**config.mk**
```make
export PLATFORM = sky130hd
export DESIGN_NAME = mem_port_arbiter
export DESIGN_NICKNAME = d
export VERILOG_FILES = /design/src/rtl/mem_port_arbiter.sv
export SDC_FILE = /design/constraint.sdc
export NUM_CORES = 1
export LEC_CHECK = 0
export ABC_CLOCK_PERIOD_IN_PS = 2000
export CELL_PAD_IN_SITES_DETAIL_PLACEMENT = 1
export CELL_PAD_IN_SITES_GLOBAL_PLACEMENT = 1
export CORE_UTILIZATION = 23
export CTS_BUF_LIST = sky130_fd_sc_hd__clkbuf_4
export DETAILED_ROUTE_END_ITERATION = 16
export PLACE_DENSITY_LB_ADDON = 0.05
export SETUP_SLACK_MARGIN = 0.2
export SLEW_MARGIN = 25
export SYNTH_ARGS = -nofsm -noshare
export SYNTH_HDL_FRONTEND = slang
export SYNTH_SLANG_ARGS = --single-unit
```
**constraint.sdc**
```tcl
create_clock -name clk -period 2 [get_ports clk]
set_clock_uncertainty 0.2 [all_clocks]
set_input_delay 0.4 -clock clk [delete_from_list [all_inputs] [get_ports clk]]
set_output_delay 0.4 -clock clk [all_outputs]
set_load 0.02 [all_outputs]
```
**src/rtl/mem_port_arbiter.sv**
```systemverilog
// Two-requester arbiter for memory port A: round-robin with M1 burst lock, registered issue
// stage and a 2-stage read-owner tag pipeline. Define ARB_FIXED_PRIO_EN for M0-first fixed priority.
module mem_port_arbiter #(
  parameter int AW = 15,
  parameter int DW = 16
) (
  input  logic          clk,
  input  logic          rst_n,
  input  logic          m0_req,
  input  logic          m0_we,
  input  logic [AW-1:0] m0_addr,
  input  logic [DW-1:0] m0_wdata,
  output logic          m0_gnt,
  output logic          m0_rvalid,
  output logic [DW-1:0] m0_rdata,
  input  logic          m1_req,
  input  logic          m1_we,
  input  logic [AW-1:0] m1_addr,
  input  logic [DW-1:0] m1_wdata,
  output logic          m1_gnt,
  output logic          m1_rvalid,
  output logic [DW-1:0] m1_rdata,
  input  logic          m1_lock,
  output logic          mem_en,
  output logic          mem_wen,
  output logic [AW-1:0] mem_addr,
  output logic [DW-1:0] mem_wdata,
  input  logic [DW-1:0] mem_rdata
);

  typedef enum logic {OWN_M0 = 1'b0, OWN_M1 = 1'b1} owner_t;

  logic          w_pref_m1;
  logic          w_gnt0;
  logic          w_gnt1;
  logic          w_xfer;
  logic          w_we;
  logic [AW-1:0] w_addr;
  logic [DW-1:0] w_wdata;

  logic          r_mem_en;
  logic          r_mem_wen;
  logic [AW-1:0] r_mem_addr;
  logic [DW-1:0] r_mem_wdata;
  logic          r_rd1_v;
  logic          r_rd2_v;
  owner_t        r_rd1_own;
  owner_t        r_rd2_own;

`ifdef ARB_FIXED_PRIO_EN
  logic w_unused_lock;
  assign w_unused_lock = m1_lock;
  assign w_pref_m1     = 1'b0;
`else
  owner_t r_ptr;
  logic   r_lock;

  // Lock is armed only by an M1 transfer made with m1_lock high, and drops as soon as m1_lock falls.
  assign w_pref_m1 = (r_ptr == OWN_M1) || (r_lock && m1_lock);

  always_ff @(posedge clk or negedge rst_n) begin
    if (!rst_n) begin
      r_ptr  <= OWN_M0;
      r_lock <= 1'b0;
    end else if (w_xfer) begin
      r_ptr  <= w_gnt1 ? OWN_M0 : OWN_M1;
      r_lock <= w_gnt1 && m1_lock;
    end else if (!m1_lock) begin
      r_lock <= 1'b0;
    end
  end
`endif

  always_comb begin
    w_gnt0 = 1'b0;
    w_gnt1 = 1'b0;
    if (rst_n) begin
      if (m0_req && m1_req) begin
        w_gnt0 = !w_pref_m1;
        w_gnt1 = w_pref_m1;
      end else begin
        w_gnt0 = m0_req;
        w_gnt1 = m1_req;
      end
    end
  end

  assign w_xfer  = w_gnt0 || w_gnt1;
  assign w_we    = w_gnt1 ? m1_we    : m0_we;
  assign w_addr  = w_gnt1 ? m1_addr  : m0_addr;
  assign w_wdata = w_gnt1 ? m1_wdata : m0_wdata;

  always_ff @(posedge clk or negedge rst_n) begin
    if (!rst_n) begin
      r_mem_en    <= 1'b0;
      r_mem_wen   <= 1'b0;
      r_mem_addr  <= '0;
      r_mem_wdata <= '0;
      r_rd1_v     <= 1'b0;
      r_rd2_v     <= 1'b0;
      r_rd1_own   <= OWN_M0;
      r_rd2_own   <= OWN_M0;
    end else begin
      r_mem_en  <= w_xfer;
      r_mem_wen <= w_xfer && w_we;
      if (w_xfer) begin
        r_mem_addr  <= w_addr;
        r_mem_wdata <= w_wdata;
      end
      r_rd1_v   <= w_xfer && !w_we;
      r_rd1_own <= w_gnt1 ? OWN_M1 : OWN_M0;
      r_rd2_v   <= r_rd1_v;
      r_rd2_own <= r_rd1_own;
    end
  end

  assign m0_gnt    = w_gnt0;
  assign m1_gnt    = w_gnt1;
  assign mem_en    = r_mem_en;
  assign mem_wen   = r_mem_wen;
  assign mem_addr  = r_mem_addr;
  assign mem_wdata = r_mem_wdata;
  assign m0_rvalid = r_rd2_v && (r_rd2_own == OWN_M0);
  assign m1_rvalid = r_rd2_v && (r_rd2_own == OWN_M1);
  assign m0_rdata  = mem_rdata;
  assign m1_rdata  = mem_rdata;

endmodule

```
* Word level (Yosys, flattened, before mapping)
Index checks and enable logic that the tools add are counted.
Storage, ports and cells: flip-flop bits (word level) 39, latch bits 0, memory bits (writable) 0, memory bits (read-only) 0, input bits 85, output and inout port bits 69, logic and storage cells 34, memories kept 0
Operators by class: add/sub/neg operators 0, multiply operators 0, divide/modulo/power cells 0, magnitude comparators 0, equality and inequality tests 1, shift operators 0, mux-type cells 11, bitwise operators 1, reductions and logical operators 11
Operator list (count):
- $mux W16 | 1
- $mux W15 | 1
- $mux W1 | 9
- $logic_and A1 B1 Y1 | 7
- $logic_not A1 Y1 | 2
- $logic_or A1 B1 Y1 | 2
- $ne A2 B1 Y1 const B | 1
- $not A1 Y1 | 1

* Longest topological paths before layout
Gate-level depths: netlist (run 1).
depth after elaboration 7, depth in mapped cells 6, mapped depth without buffers 5

* Worst setup path before layout (run 1)
No wires, ideal clock.
path kind input to output, from input m1_lock, to output m1_gnt, arrival time 1070 ps, path slack 330 ps, cell stages on the path 4, cell sequence and2_1 > o211ai_2 > inv_2 > buf_6
On the way: longest elaborated chain between the ends 4
RTL lines:
- start: declaration | line 23 | input logic m1_lock,
- $logic_and A1 B1 Y1 | line 59 | assign w_pref_m1 = (r_ptr == OWN_M1) || (r_lock && m1_lock);
- $logic_or A1 B1 Y1 | line 59
- $mux W1 | line 78 | if (m0_req && m1_req) begin
- $mux W1 | line 77 | if (rst_n) begin
- end: declaration | line 20 | output logic m1_gnt,
Every way passes these cells.

* Worst setup path after layout (run 1)
from register r_ptr, to output m1_gnt
On the way: longest elaborated chain between the ends 3
RTL lines:
- start: declaration | line 55 | owner_t r_ptr;
- start signal: assignment | line 66 | r_ptr <= w_gnt1 ? OWN_M0 : OWN_M1;
- $logic_or A1 B1 Y1 | line 59
- $mux W1 | line 78
- $mux W1 | line 77
Every way passes these cells.

==> results of run 1 <==
==> cells in the mapped netlist, types with 3 or more instances <==
master    instances
a21oi_1          65
and2_1            3
buf_2             4
clkbuf_1          4
dfrtp_1          39
buf_4            32
buf_6             3
nor2_1           34
nand2_1          32
==> where the power goes <==
part	switching (mW)	internal [mW]
sequential	0.0521	0.888
clock	0.253	0.144
combinational	0.370	0.332
total	0.675	1.36
==> flip-flops by register name, summed over array words and instances (netlist names) <==
| name | count |
|---|---|
| mem_wdata | 16 |
| mem_addr | 15 |
| mem_en | 1 |
| mem_wen | 1 |
| r_lock | 1 |
| r_ptr | 1 |
| r_rd1_own | 1 |
| r_rd1_v | 1 |
| r_rd2_own | 1 |
| r_rd2_v | 1 |
==> how the worst max path moves through the flow <==
stage / to / slack (ns) / cells past startpoint
floorplan: m1_gnt / 0.33 / 4
global placement: m1_gnt / -0.44 / 5
detailed placement: m0_gnt / -0.44 / 4
CTS: m1_gnt / 0.03 / 4
global route: m1_gnt / -0.02 / 4
finish: m1_gnt / 0.06 / 4
==> layout make-up <==
type / instances / area, um^2
sequential: 39 / 976
clock buffer: 6 / 45.0
tap: 105 / 131
clock inverter: 2 / 7.51
multi-input combinational: 141 / 782
timing repair buffer: 119 / 1150
fill: 941 / 5120
inverter: 2 / 7.51
==> cells by family after synthesis <==
kind of cell,Yosys count
flops,39
buf+inv,46
simple gates,72
mux,1
compound gates,68
==> per-layer routing <==
layer	up-vias	GRT usage [%]	wire length (um)	share of wire, %
met5	-	0	0	0
met4	0	3.72	33	0.53
met3	4	4.94	541	8.7
met2	74	26.6	2960	48
met1	859	16.3	2680	43
li1	869	-	-	-
==> metrics by stage <==
stage	cells	setup TNS, ns	instance area [um^2]	utilization [%]
6_report	414	0	3100	37.7
5_1_grt	414	-0.0384	3100	37.7
3_3_place_gp	404	-7.42	2940	35.7
3_5_place_dp	404	-7.38	2940	35.7
4_1_cts	414	0	2980	36.3
2_1_floorplan	226	0	1950	-
==> tightest hold or removal path, delay by kind of cell <==
| family | cells | cell delay [ns] |
|---|---|---|
| buf+inv | 3 | 0.70 |
==> cells in the final DEF (no fill, tap or decap), types with 4 or more instances in the layout <==
| master | count |
|---|---|
| buf_4 | 11 |
| nand2_1 | 32 |
| dfrtp_1 | 39 |
| clkbuf_4 | 6 |
| dlygate4sd2_1 | 35 |
| clkdlybuf4s50_1 | 65 |
| nor2_1 | 34 |
| a21oi_4 | 4 |
| a21oi_2 | 18 |
| a21oi_1 | 43 |
==> what timing repair did <==
action	in CTS	in global routing
setup buffers	2	0
pin swaps	2	8
gates resized for setup	57	30
gates cloned	0	0
endpoints found under the setup margin	70	36
==> results.yml, run 1 <==
outcome:
  outcome: "finished clean"
floorplanning:
  dieArea_um2: 8840
  start_util_pct: 23.7
  die_h_um: 94.0
  num_rows: 33
  coreArea_um2: 8220
  io_pins: 154
  die_x_um: 94.0
power:
  power_density_nw_per_um2: 658
  peakVddDrop_v: 0.000259
  leakagePower_nw: 1.35
  power_mw: 2.04
clock_network:
  max-clock-path-buffers: 2
  worstSkewPairLatency_ns: 0.33
  postCtsHoldBufs: 0
  cts_tree: "done"
  numCtsBuffers: 5
  htreeDepth: 2
  clock-sinks: 39
  clock-root-buffer: "clkbuf_4"
  clkTransAtPathRegs_ns: 0.12
logic_synthesis:
  synth_area_um2: 1950
  synth_flop_cell: "dfrtp_1"
  avgSynthCellArea_um2: 8.61
  synth_seq_cells: 39
  synth_xor_area_share_pct: 0
  synthCells: 226
  synth_top_family_by_area: "compound AO/OA/AOI/OAI gates"
  synth.top_cell.area_share_pct: 50.1
  synth_nets: 311
  synth_fa_ha_area_share_pct: 0
  ys_async_sr_fraction_pct: 100
  synth_edf_count: 0
  yosysTopAreaCell: "dfrtp_1"
  synthTopCellsByArea: "dfrtp_1 (50%), a21oi_1 (17%), buf_4 (12%), nor2_1 (6.6%), nand2_1 (6.2%)"
  synth_compound_gate_area_share_pct: 18.2
  ys_warn_count: 0
  synthSimpleGateAreaFrac_pct: 14.7
  synth_cell_types: 19
  synth_mux_area_share_pct: 0.514
  yosysSeqAreaShare_pct: 50.1
setup_path:
  worstReg2RegStart: "r_ptr"
  cp.required_ns: 1.40
  cp_slowest_cell: "dfrtp_1"
  crit_path_max_fanout: 3
  critPathCaptureType: "primary output"
  worstSetupStartpointType: "flop"
  worst-path-buf-inv: 2
  reg2reg_depth: 5
  crit_start: "r_ptr"
  crit_family: "flip-flops"
  r2r-end: "r_rd1_v"
  r2r_slack_ns: 0.12
  critPathKind: "reg -> out"
  cp.arrival_ns: 1.34
  slowest_delay_ns: 0.43
  cp_cell_sequence: "nand2b_4 -> o211ai_4 -> inv_2 -> buf_6"
route:
  wl_mm: 6.22
  wire_per_inst_um: 15.0
  firstDrtPassIters: 3
  drc: 0
  avgViaCountPerCell: 4.36
  drt-initial-drc-count: 24
  ant_nets: 0
  via_count: 1806
timing:
  tightestPinTransition_ns: 0.517
  min_period_over_period_pct: 97.1
  relSlewSlack_pct: 65.5
  fmax_mhz: 515
  hold_ws_ns: 0.0969
  slew_viol_final: 0
  finalWorstSetupSlack_ns: 0.0581
  setup-violations-final: 0
  grt_setup_unrepaired: "true"
  period_minus_slack_ns: 1.94
  hold_viol: 0
grt:
  antenna_found_initial: 0
  grt_pass1_wl_mm: 9.84
  globalRouteTotalUtil_pct: 14.7
  grt_max_degree: 41
  grt_pass1_vias: 1999
  overflow: 0
hold_path:
  min_path_type: "in -> async"
job:
  cap_violations: 0
place:
  io_buffers: 105
  dp_hpwl_mm: 4.26
  routabilityCongestion: 0.691
  post-place-ws_ns: -0.437
finish:
  post_route_cells_drive_above_1_share_pct: 17.2
  n_antenna_cell: 0
  areaGrowthSynthToFinish_pct: 59.3
  nets: 393
(Power assumes the default switching activity.)
==> run 2: changes to the inputs <==
Settings changed: ABC_CLOCK_PERIOD_IN_PS 2000 to 1600, CORE_UTILIZATION 23 to 21, PLACE_DENSITY_LB_ADDON 0.05 to 0.25, SLEW_MARGIN 25 to 20.
Clock period 2 ns to 1.6 ns, I/O delays scaled along.
==> run 2 against run 1 <==
Against the previous run: the flow now finishes with violations (design-rule violations, negative setup slack); register-to-register slack lost 0.28 ns; core utilization about the same; sequential power grew 28%; global-route usage fell by 1.6 points; largest power group unchanged; via count is 4.6% higher.
==> results.yml, run 2 (synthesized netlist as in run 1, its figures left out) <==
outcome:
  outcome: "complete, but fails checks"
  failed_checks: "design-rule violations, negative setup slack"
power:
  p_switching_uw: 923
  power_density_nw_per_um2: 882
  leakagePower_nw: 1.50
  pwr-share-clk_pct: 23.3
  seqPwrFrac_pct: 40.8
  peakVddDrop_v: 0.000396
  combPwrFrac_pct: 36.0
  intPower_mw: 2.03
  power_mw: 2.95
  switching_share_pct: 31.3
grt:
  grt_pass1_vias: 2012
  antenna_found_initial: 0
  overflow: 0
  globalRouteTotalUtil_pct: 13.1
  grt_pass1_wl_mm: 9.91
  grt_max_degree: 40
clock_network:
  max-clock-path-buffers: 2
  worstSkewPairLatency_ns: 0.35
  clock-root-buffer: "clkbuf_4"
  numCtsBuffers: 5
  clock-sinks: 39
  clkTransAtPathRegs_ns: 0.12
  htreeDepth: 2
  cts_tree: "done"
setup_path:
  critPathCaptureType: "primary output"
  worstSetupStartpointType: "input pin"
  cp.arrival_ns: 1.30
  reg2reg_depth: 7
  critPathKind: "in -> out"
  cp.required_ns: 1.08
  crit_path_max_fanout: 3
finish:
  regArea_um2: 976
  design_area_um2: 3340
  layout_commonest_cell: "clkdlybuf4s50_1"
  post_route_cells_drive_above_1_share_pct: 31.3
  final_cell_mix: "clkdlybuf4s50_1 (65), a21oi_1 (47), dfrtp_1 (39), buf_6 (37), nor2_1 (34)"
  fillers: 1028
  areaGrowthSynthToFinish_pct: 71.7
  largest_reg_flops: 16
  n_antenna_cell: 0
  nets: 410
  multi_input_area_um2: 751
timing:
  fmax_mhz: 549
  relSlewSlack_pct: 65.0
  finalWorstSetupSlack_ns: -0.223
  period_minus_slack_ns: 1.82
  slew_viol_final: 0
  grt_setup_unrepaired: "true"
  tightestPinTransition_ns: 0.524
  min_period_over_period_pct: 114
  hold_viol: 0
  setup-violations-final: 35
  hold_ws_ns: 0.0807
place:
  dp_hpwl_mm: 4.13
  routabilityCongestion: 0.677
  io_buffers: 105
  dpl-instance-area_um2: 2980
floorplanning:
  die_x_um: 98.3
  die_h_um: 98.3
  num_rows: 34
  coreArea_um2: 8850
  start_util_pct: 22.0
  dieArea_um2: 9660
  io_pins: 154
route:
  dr.max_layer_used: "met4"
  wl_met1_mm: 2.79
  wl_mm: 6.36
  wire_per_inst_um: 14.7
  dr_wl_met2_mm: 2.97
  drc: 10
  via_count: 1889
  drt-initial-drc-count: 44
  ant_nets: 0
  wl_met3_um: 529
  avgViaCountPerCell: 4.35
  firstDrtPassIters: 13
hold_path:
  min_path_type: "in -> async"
job:
  cap_violations: 0
## run 2: power groups by stage
stage	Combinational [mW]	Sequential (mW)	Clock [mW]
after floorplan	0.377	1.34	0
after global placement	0.916	1.20	0
after detailed placement	0.925	1.20	0
after CTS	0.999	1.20	0.719
after global routing	1.14	1.22	0.765
final	1.06	1.20	0.686
## run 2: worst max-delay path, cell delays in order
cell and delay, ns:
clkdlybuf4s50_1 0.43, and2_4 0.18, o211ai_4 0.18, inv_2 0.06, buf_6 0.13
## run 2: final cells by class
class | instances | share of cell area (%)
sequential | 39 | 29.2
multi-input combinational | 141 | 22.5
timing repair buffer | 136 | 41.7
clock inverter | 3 | 1.31
clock buffer | 5 | 1.12
tap | 108 | 4.04
inverter | 2 | 0.225
## run 2: final timing paths
path / startpoint / endpoint / slack, ns
worst max-delay path: m1_lock / m1_gnt / -0.22
worst min-delay path: rst_n / r_ptr / 0.08
worst max register to register: r_lock / r_rd1_v / -0.16
worst min register to register: r_rd1_own / r_rd2_own / 0.17
max in group asynchronous: rst_n / mem_wdata[13] / 0.75
min in group clk: r_rd1_own / r_rd2_own / 0.17
## run 2: layer usage
layer | up-vias | global-route usage, %
met5 | - | 0
met4 | 0 | 3.90
met3 | 12 | 3.87
met2 | 72 | 21.8
met1 | 899 | 16.4
li1 | 906 | -
## run 2: through the flow
step / instances / utilization (%) / TNS, ns / setup WS (ns)
floorplan: 226 / - / 0 / 0.0768
global placement: 404 / 33.7 / -19.45 / -0.662
detailed placement: 404 / 33.7 / -20.66 / -0.690
CTS: 420 / 36.1 / -4.50 / -0.235
global route: 434 / 37.8 / -7.90 / -0.288
finish: 434 / 37.8 / -4.70 / -0.223
## run 2: timing repair
| action | in CTS | in global routing |
|---|---|---|
| setup endpoints to repair | 73 | 72 |
| gates resized for setup | 226 | 7 |
| hold buffers | 0 | 0 |
| pin swaps | 3 | 2 |
| cloned | 1 | 0 |
| setup buffers | 7 | 14 |
| endpoints found under the hold margin | 0 | 0 |
